$ cat config.mk
export PLATFORM = sky130hd
export DESIGN_NAME = turfio_phase_tracker
export DESIGN_NICKNAME = d
export VERILOG_FILES = /design/src/rtl/turfio_phase_pkg.sv /design/src/rtl/turfio_phase_wdog.sv /design/src/rtl/turfio_phase_tracker.sv
export SDC_FILE = /design/constraint.sdc
export NUM_CORES = 1
export LEC_CHECK = 0
export ABC_CLOCK_PERIOD_IN_PS = 2800
export BUFFER_PORTS_ARGS = -buffer_cell sky130_fd_sc_hd__buf_2
export CORE_UTILIZATION = 30
export DETAILED_ROUTE_END_ITERATION = 8
export GPL_ROUTABILITY_DRIVEN = 0
export PLACE_DENSITY = 0.59
export SETUP_SLACK_MARGIN = 0.15
export SLEW_MARGIN = 20
export SYNTH_ARGS = -nofsm -noshare
export SYNTH_HDL_FRONTEND = slang
export SYNTH_SLANG_ARGS = --single-unit
$ cat constraint.sdc
create_clock -name ifclk_i -period 2.8 [get_ports ifclk_i]
set_input_delay 0.56 -clock ifclk_i [delete_from_list [all_inputs] [get_ports ifclk_i]]
set_output_delay 0.56 -clock ifclk_i [all_outputs]
set_load 0.01 [all_outputs]
$ cat src/rtl/turfio_phase_pkg.sv
// Shared types and helpers for the TURFIO phase tracker.
//   phase_state_t : tracker FSM encoding (IDLE must stay 0 so reset clears locked_o)
//   MODE_*        : accepted values of the tracker MODE parameter
//   cnt_w()       : counter width needed to hold values 0..n-1
package turfio_phase_pkg;

  typedef enum logic [1:0] {
    IDLE   = 2'd0,
    LOCKED = 2'd1,
    ERR    = 2'd2
  } phase_state_t;

  localparam logic [63:0] MODE_REALIGN = "REALIGN";
  localparam logic [63:0] MODE_STRICT  = "STRICT";

  function automatic int unsigned cnt_w(input int unsigned n);
    return (n <= 2) ? 1 : $clog2(n);
  endfunction

endpackage

$ cat src/rtl/turfio_phase_wdog.sv
// Missing-marker timer for the phase tracker.
//   clk_i/rst_i : interface clock, async active-high reset
//   clear_i     : restart the window (marker seen, or tracker not locked)
//   enable_i    : count while the tracker is locked
//   expired_o   : high in the last cycle of a LIMIT-cycle window with no marker
module turfio_phase_wdog #(
  parameter int unsigned LIMIT = 32,
  parameter int unsigned W     = 6
)(
  input  logic clk_i,
  input  logic rst_i,
  input  logic clear_i,
  input  logic enable_i,
  output logic expired_o
);

  localparam logic [W-1:0] LAST = W'(LIMIT - 1);

  logic [W-1:0] r_cnt;

  // Clear loads 1: the cycle after a marker is already one cycle since it, so
  // expiry in the cycle holding LIMIT-1 drops lock exactly LIMIT edges later.
  always_ff @(posedge clk_i or posedge rst_i) begin
    if (rst_i)                       r_cnt <= '0;
    else if (clear_i)                r_cnt <= W'(1);
    else if (enable_i && !expired_o) r_cnt <= r_cnt + W'(1);
  end

  assign expired_o = enable_i && (r_cnt == LAST);

endmodule

$ cat src/rtl/turfio_phase_tracker.sv
// Recovers the position within the SEQ_LEN-sysclk sequence in an interface
// clock domain running at MULT x sysclk, from the sysclk-domain marker.
// Checks alignment on every marker, counts mismatches, and drops lock when
// markers stop.
//   ifclk_i/rst_i   : interface clock, async active-high reset
//   sysclk_phase_i  : sequence marker (one sysclk cycle wide)
//   realign_i       : force IDLE; a same-cycle marker edge is ignored
//   err_clr_i       : clear the mismatch counter
//   phase_count_o   : position 0..P-1, P = SEQ_LEN*MULT
//   phase_o         : high while phase_count_o == 0
//   locked_o        : high in LOCKED
//   err_o           : one-cycle pulse per mismatch
//   err_count_o     : saturating mismatch count
module turfio_phase_tracker
  import turfio_phase_pkg::*;
#(
  parameter int unsigned MULT         = 1,
  parameter int unsigned SEQ_LEN      = 8,
  parameter int unsigned ALIGN_VAL    = 2,
  parameter logic [63:0] MODE         = MODE_REALIGN,
  parameter int unsigned WDOG_PERIODS = 2,
  parameter int unsigned ERRW         = 8,
  localparam int unsigned P  = SEQ_LEN * MULT,
  localparam int unsigned PW = cnt_w(P)
)(
  input  logic            ifclk_i,
  input  logic            rst_i,
  input  logic            sysclk_phase_i,
  input  logic            realign_i,
  input  logic            err_clr_i,
  output logic [PW-1:0]   phase_count_o,
  output logic            phase_o,
  output logic            locked_o,
  output logic            err_o,
  output logic [ERRW-1:0] err_count_o
);

  localparam int unsigned WD_LIMIT = WDOG_PERIODS * P;
  localparam int unsigned WD_W     = cnt_w(WD_LIMIT + 1);
  localparam logic [PW-1:0] LAST   = PW'(P - 1);
  localparam logic [PW-1:0] ALIGN  = PW'(ALIGN_VAL);
  localparam bit STRICT            = (MODE == MODE_STRICT);

  if (P < 4) begin : g_bad_p
    $error("turfio_phase_tracker: SEQ_LEN*MULT must be >= 4");
  end
  if (ALIGN_VAL >= P) begin : g_bad_align
    $error("turfio_phase_tracker: ALIGN_VAL must be < SEQ_LEN*MULT");
  end
  if (MODE != MODE_REALIGN && MODE != MODE_STRICT) begin : g_bad_mode
    $error("turfio_phase_tracker: MODE must be REALIGN or STRICT");
  end

  phase_state_t  r_state, w_state_nxt;
  logic          r_s1, r_s2;
  logic [PW-1:0] r_cnt, w_cnt_inc, w_cnt_nxt;
  logic          r_phase, r_err;
  logic [ERRW-1:0] r_err_cnt;
  logic          w_edge, w_edge_v, w_mismatch, w_load, w_wdog_exp;

  // Marker is held for MULT fast cycles; rising-edge detect gives one hit.
  always_ff @(posedge ifclk_i or posedge rst_i) begin
    if (rst_i) begin
      r_s1 <= 1'b0;
      r_s2 <= 1'b0;
    end else begin
      r_s1 <= sysclk_phase_i;
      r_s2 <= r_s1;
    end
  end

  assign w_edge     = r_s1 & ~r_s2;
  assign w_edge_v   = w_edge & ~realign_i;
  assign w_cnt_inc  = (r_cnt == LAST) ? '0 : r_cnt + PW'(1);
  assign w_mismatch = (r_state == LOCKED) && w_edge_v && (w_cnt_inc != ALIGN);
  assign w_load     = w_edge_v && ((r_state == IDLE) || (w_mismatch && !STRICT));
  assign w_cnt_nxt  = w_load ? ALIGN : w_cnt_inc;

  always_comb begin
    w_state_nxt = r_state;
    if (realign_i) begin
      w_state_nxt = IDLE;
    end else begin
      case (r_state)
        IDLE:    if (w_edge) w_state_nxt = LOCKED;
        LOCKED:  if (w_mismatch && STRICT)    w_state_nxt = ERR;
                 else if (!w_edge && w_wdog_exp) w_state_nxt = IDLE;
        ERR:     w_state_nxt = ERR;
        default: w_state_nxt = IDLE;
      endcase
    end
  end

  always_ff @(posedge ifclk_i or posedge rst_i) begin
    if (rst_i) begin
      r_state   <= IDLE;
      r_cnt     <= '0;
      r_phase   <= 1'b0;
      r_err     <= 1'b0;
      r_err_cnt <= '0;
    end else begin
      r_state <= w_state_nxt;
      r_cnt   <= w_cnt_nxt;
      r_phase <= (w_cnt_nxt == '0);
      r_err   <= w_mismatch;
      // A clear that collides with a mismatch keeps that mismatch.
      if (err_clr_i)                          r_err_cnt <= w_mismatch ? ERRW'(1) : '0;
      else if (w_mismatch && r_err_cnt != '1) r_err_cnt <= r_err_cnt + ERRW'(1);
    end
  end

  turfio_phase_wdog #(
    .LIMIT (WD_LIMIT),
    .W     (WD_W)
  ) u_wdog (
    .clk_i     (ifclk_i),
    .rst_i     (rst_i),
    .clear_i   (w_edge | realign_i | (r_state != LOCKED)),
    .enable_i  (r_state == LOCKED),
    .expired_o (w_wdog_exp)
  );

  assign phase_count_o = r_cnt;
  assign phase_o       = r_phase;
  assign locked_o      = (r_state == LOCKED);
  assign err_o         = r_err;
  assign err_count_o   = r_err_cnt;

endmodule

==> impl_metrics.py <==
metrics = {
    "setup_path": {
        "endpoint": "err_count_o[3]",
        "slowest_stage": "or4_1",
        "crit_fanout": 13,
        "cp_common_cell": "ha_1",
        "critPathBufInv": 0,
        "startpoint_type": "flop",
        "max_stage_delay_ns": 0.55,
        "worst_ep_required_time_ns": 3.05,
        "cp_top_family": "simple AND/OR/NAND/NOR gates",
        "critPathKind": "flop to flop",
        "crit_start": "phase_count_o[0]",
        "crit-reg2reg-launch": "phase_count_o[0]",
        "rrSetupSlack_ns": 0.69,
        "r2r_end": "err_count_o[3]",
        "worst-path-stages": 6,
        "critPathCaptureType": "flop",
        "crit_arrival_ns": 2.36,
        "crit_chain": "ha_1 > ha_1 > nor2b_1 > nand4bb_4 > or4_1 > a21oi_1",
        "reg2regPathDepth": 6,
    },
    "routing": {
        "drt-initial-drc-count": 9,
        "wl_um": 2010,
        "dr.pass1.iters": 3,
        "drt.antenna.violating_nets": 0,
        "vias": 826,
        "viasPerCell": 4.98,
        "wl_per_cell_um": 12.1,
        "drc": 0,
    },
    "cells_and_area": {
        "regArea_sq_um": 551,
        "layout.nets": 132,
        "multi_input_area_sq_um": 494,
        "syn_to_final_growth_pct": 14.1,
        "diodes": 0,
        "final_cell_count_no_fill": 166,
        "fillers": 366,
        "drive_gt1_share_pct": 21.7,
    },
    "power_and_ir_drop": {
        "power.internal_w": 0.000500,
        "peakVddDrop_mv": 0.310,
        "combPwrFrac_pct": 21.9,
        "power_w": 0.000706,
        "p_per_area_mw_per_mm2": 566,
        "p_sw_w": 0.000206,
        "p_seq_share_pct": 53.1,
        "switching_share_pct": 29.2,
        "clock_power_share_pct": 24.9,
        "p_leak_nw": 0.556,
    },
    "timing": {
        "worst_pin_slew_ns": 0.824,
        "max_clock_freq_mhz": 474,
        "finalCritPeriodShare_pct": 75.4,
        "period_minus_slack_ns": 2.11,
        "drv_slew": 0,
        "final-hold-violation-count": 0,
        "grt_setup_unrepaired": "no",
        "worst_clock_skew_ns": 0.0122,
        "max_slew_margin_pct": 45.0,
        "setup-violations-final": 0,
        "tns_ns": 0,
    },
    "die": {
        "core_area_sq_mm": 0.00342,
        "initial_core_util_pct": 32.0,
        "rows": 21,
        "dieArea_sq_mm": 0.00389,
        "die_y_um": 62.4,
        "die_x_um": 62.4,
        "io_pins": 19,
    },
    "clock_network": {
        "cts_root_buf": "clkbuf_4",
        "clk_pin_slew_ns": 0.13,
        "postCtsSetupBuffers": 0,
        "cts_buffer_depth": 2,
        "cts_max_level": 1,
        "cts_tree": "yes",
        "clkLatencyLatePin_ns": 0.31,
        "cts.sinks": 22,
        "hold_buffers": 0,
        "cts_resized": 0,
        "cts_buffers": 3,
    },
    "synth": {
        "synth_area_per_cell_sq_um": 10.7,
        "synth_compound_area_share_pct": 10.4,
        "ys_seq_area_share_pct": 50.3,
        "ys.flop_type": "dfrtp_1",
        "synth_area_leaders": "dfrtp_1, ha_1, a21oi_1",
        "netlist_instances": 102,
        "synthMuxAreaShare_pct": 0.915,
        "synth-xor-area-share_pct": 2.40,
        "synth_top_area_share_pct": 50.3,
        "synth_cell_types": 37,
        "synth.most_common_cell": "dfrtp_1",
        "ys_warn_count": 0,
        "synth_edf_count": 0,
        "ys_ff_latch": 22,
        "async_flop_share_pct": 100,
        "yosysTopAreaCell": "dfrtp_1",
        "yosys.area_share.simple_pct": 24.6,
        "synth_top_family_by_area": "simple AND/OR/NAND/NOR gates",
        "syn_area_sq_mm": 0.00109,
        "syn-num-nets": 113,
        "yosys-top-cells-count": "dfrtp_1, nor2_1, a21oi_1",
        "synthAdderAreaFrac_pct": 6.86,
    },
    "grt": {
        "grt_usage_pct": 11.6,
        "grt_overflow": 0,
        "antenna_found_initial": 0,
        "grt_pass1_vias": 816,
        "grt_pass1_wl_um": 3530,
        "grt_max_degree": 23,
    },
    "place": {
        "port-buffer-count": 18,
        "post-place-cells": 162,
        "hpwl_um": 1490,
    },
    "min_path": {
        "hp-class": "input pin to flop",
        "worstHoldStart": "sysclk_phase_i",
    },
    "run_status": {
        "status": "finished clean",
    },
    "job": {
        "cap_viol_max_count": 0,
    },
}
==> power by group through the flow <==
stage | clock network [W] | registers, W | logic, W
floorplan | 0 | 0.000392 | 0.0000915
CTS | 0.000183 | 0.000376 | 0.000159
detailed placement | 0 | 0.000382 | 0.000158
global placement | 0 | 0.000380 | 0.000149
finish | 0.000176 | 0.000375 | 0.000155
global route | 0.000200 | 0.000378 | 0.000181
==> kinds of logic (layout without fill, tap and decap cells) <==
kind of cell | count (synthesis) | in the layout
fa+ha+maj | 6 | 6
compound gates | 18 | 18
flops | 22 | 22
xor+xnor | 3 | 3
buf+inv | 9 | 27
mux | 1 | 1
simple gates | 43 | 43
==> per-stage QoR <==
stage | utilization [%] | hold slack [ns] | cell area (sq um) | worst slack (ns)
after floorplan | - | 0.411 | 1090 | 0.908
after global placement | 35.5 | 0.422 | 1210 | 0.817
after detailed placement | 35.5 | 0.433 | 1210 | 0.684
after CTS | 36.5 | 0.342 | 1250 | 0.656
after global routing | 36.5 | 0.329 | 1250 | 0.443
final | 36.5 | 0.355 | 1250 | 0.690
==> layout make-up <==
cell class / instances / share of cell area (%)
clock buffer: 4 / 2.91
tap: 46 / 4.61
multi-input combinational: 71 / 39.6
inverter: 5 / 1.50
sequential: 22 / 44.1
timing repair buffer: 18 / 7.22
==> placed cells by master, fill, tap and decap left out <==
master	Yosys	layout
a2111oi_0	1	1
a211oi_1	1	1
a21boi_0	1	1
a21oi_1	8	8
and3_1	1	1
and4_1	1	1
buf_2	0	18
clkbuf_4	0	3
clkbuf_8	0	1
dfrtp_1	22	22
ha_1	6	6
inv_1	4	4
inv_2	1	1
mux2i_1	1	1
nand2_1	3	3
nand2b_1	2	2
nand2b_4	1	1
nand3_1	5	5
nand3b_1	1	1
nand4_1	2	2
nand4b_1	1	1
nand4bb_4	1	1
nor2_1	10	10
nor2_2	1	1
nor2b_1	5	5
nor3_1	3	3
nor3b_1	1	1
nor4_1	1	1
o21ai_0	2	2
o311ai_0	1	1
o31ai_1	3	3
o41ai_1	1	1
or3_1	1	1
or4_1	2	2
or4b_1	1	1
xnor2_1	1	1
xor2_1	2	2
==> sequential cells by signal, indices dropped and copies added, names as in the netlist <==
register / flops
err_count_o: 8
err_o: 1
phase_count_o: 3
phase_o: 1
r_s1: 1
r_s2: 1
r_state: 2
u_wdog.r_cnt: 5
==> worst min path at each step <==
| stage | end | slack [ns] | depth (start not counted) |
|---|---|---|---|
| 2_1_floorplan | r_s2 | 0.41 | 0 |
| 3_3_place_gp | r_s2 | 0.42 | 0 |
| 3_5_place_dp | r_s2 | 0.43 | 0 |
| 4_1_cts | r_s1 | 0.34 | 1 |
| 5_1_grt | r_s1 | 0.33 | 1 |
| 6_report | r_s1 | 0.35 | 1 |
==> routing by layer <==
metal,vias up,share of wire [%],GRT usage [%]
li1,405,-,-
met1,407,43,12.5
met2,10,52,21.4
met3,4,2.3,1.82
met4,0,2.0,6.10
met5,-,0,0
No activity file was read; power rests on OpenSTA's default activity.
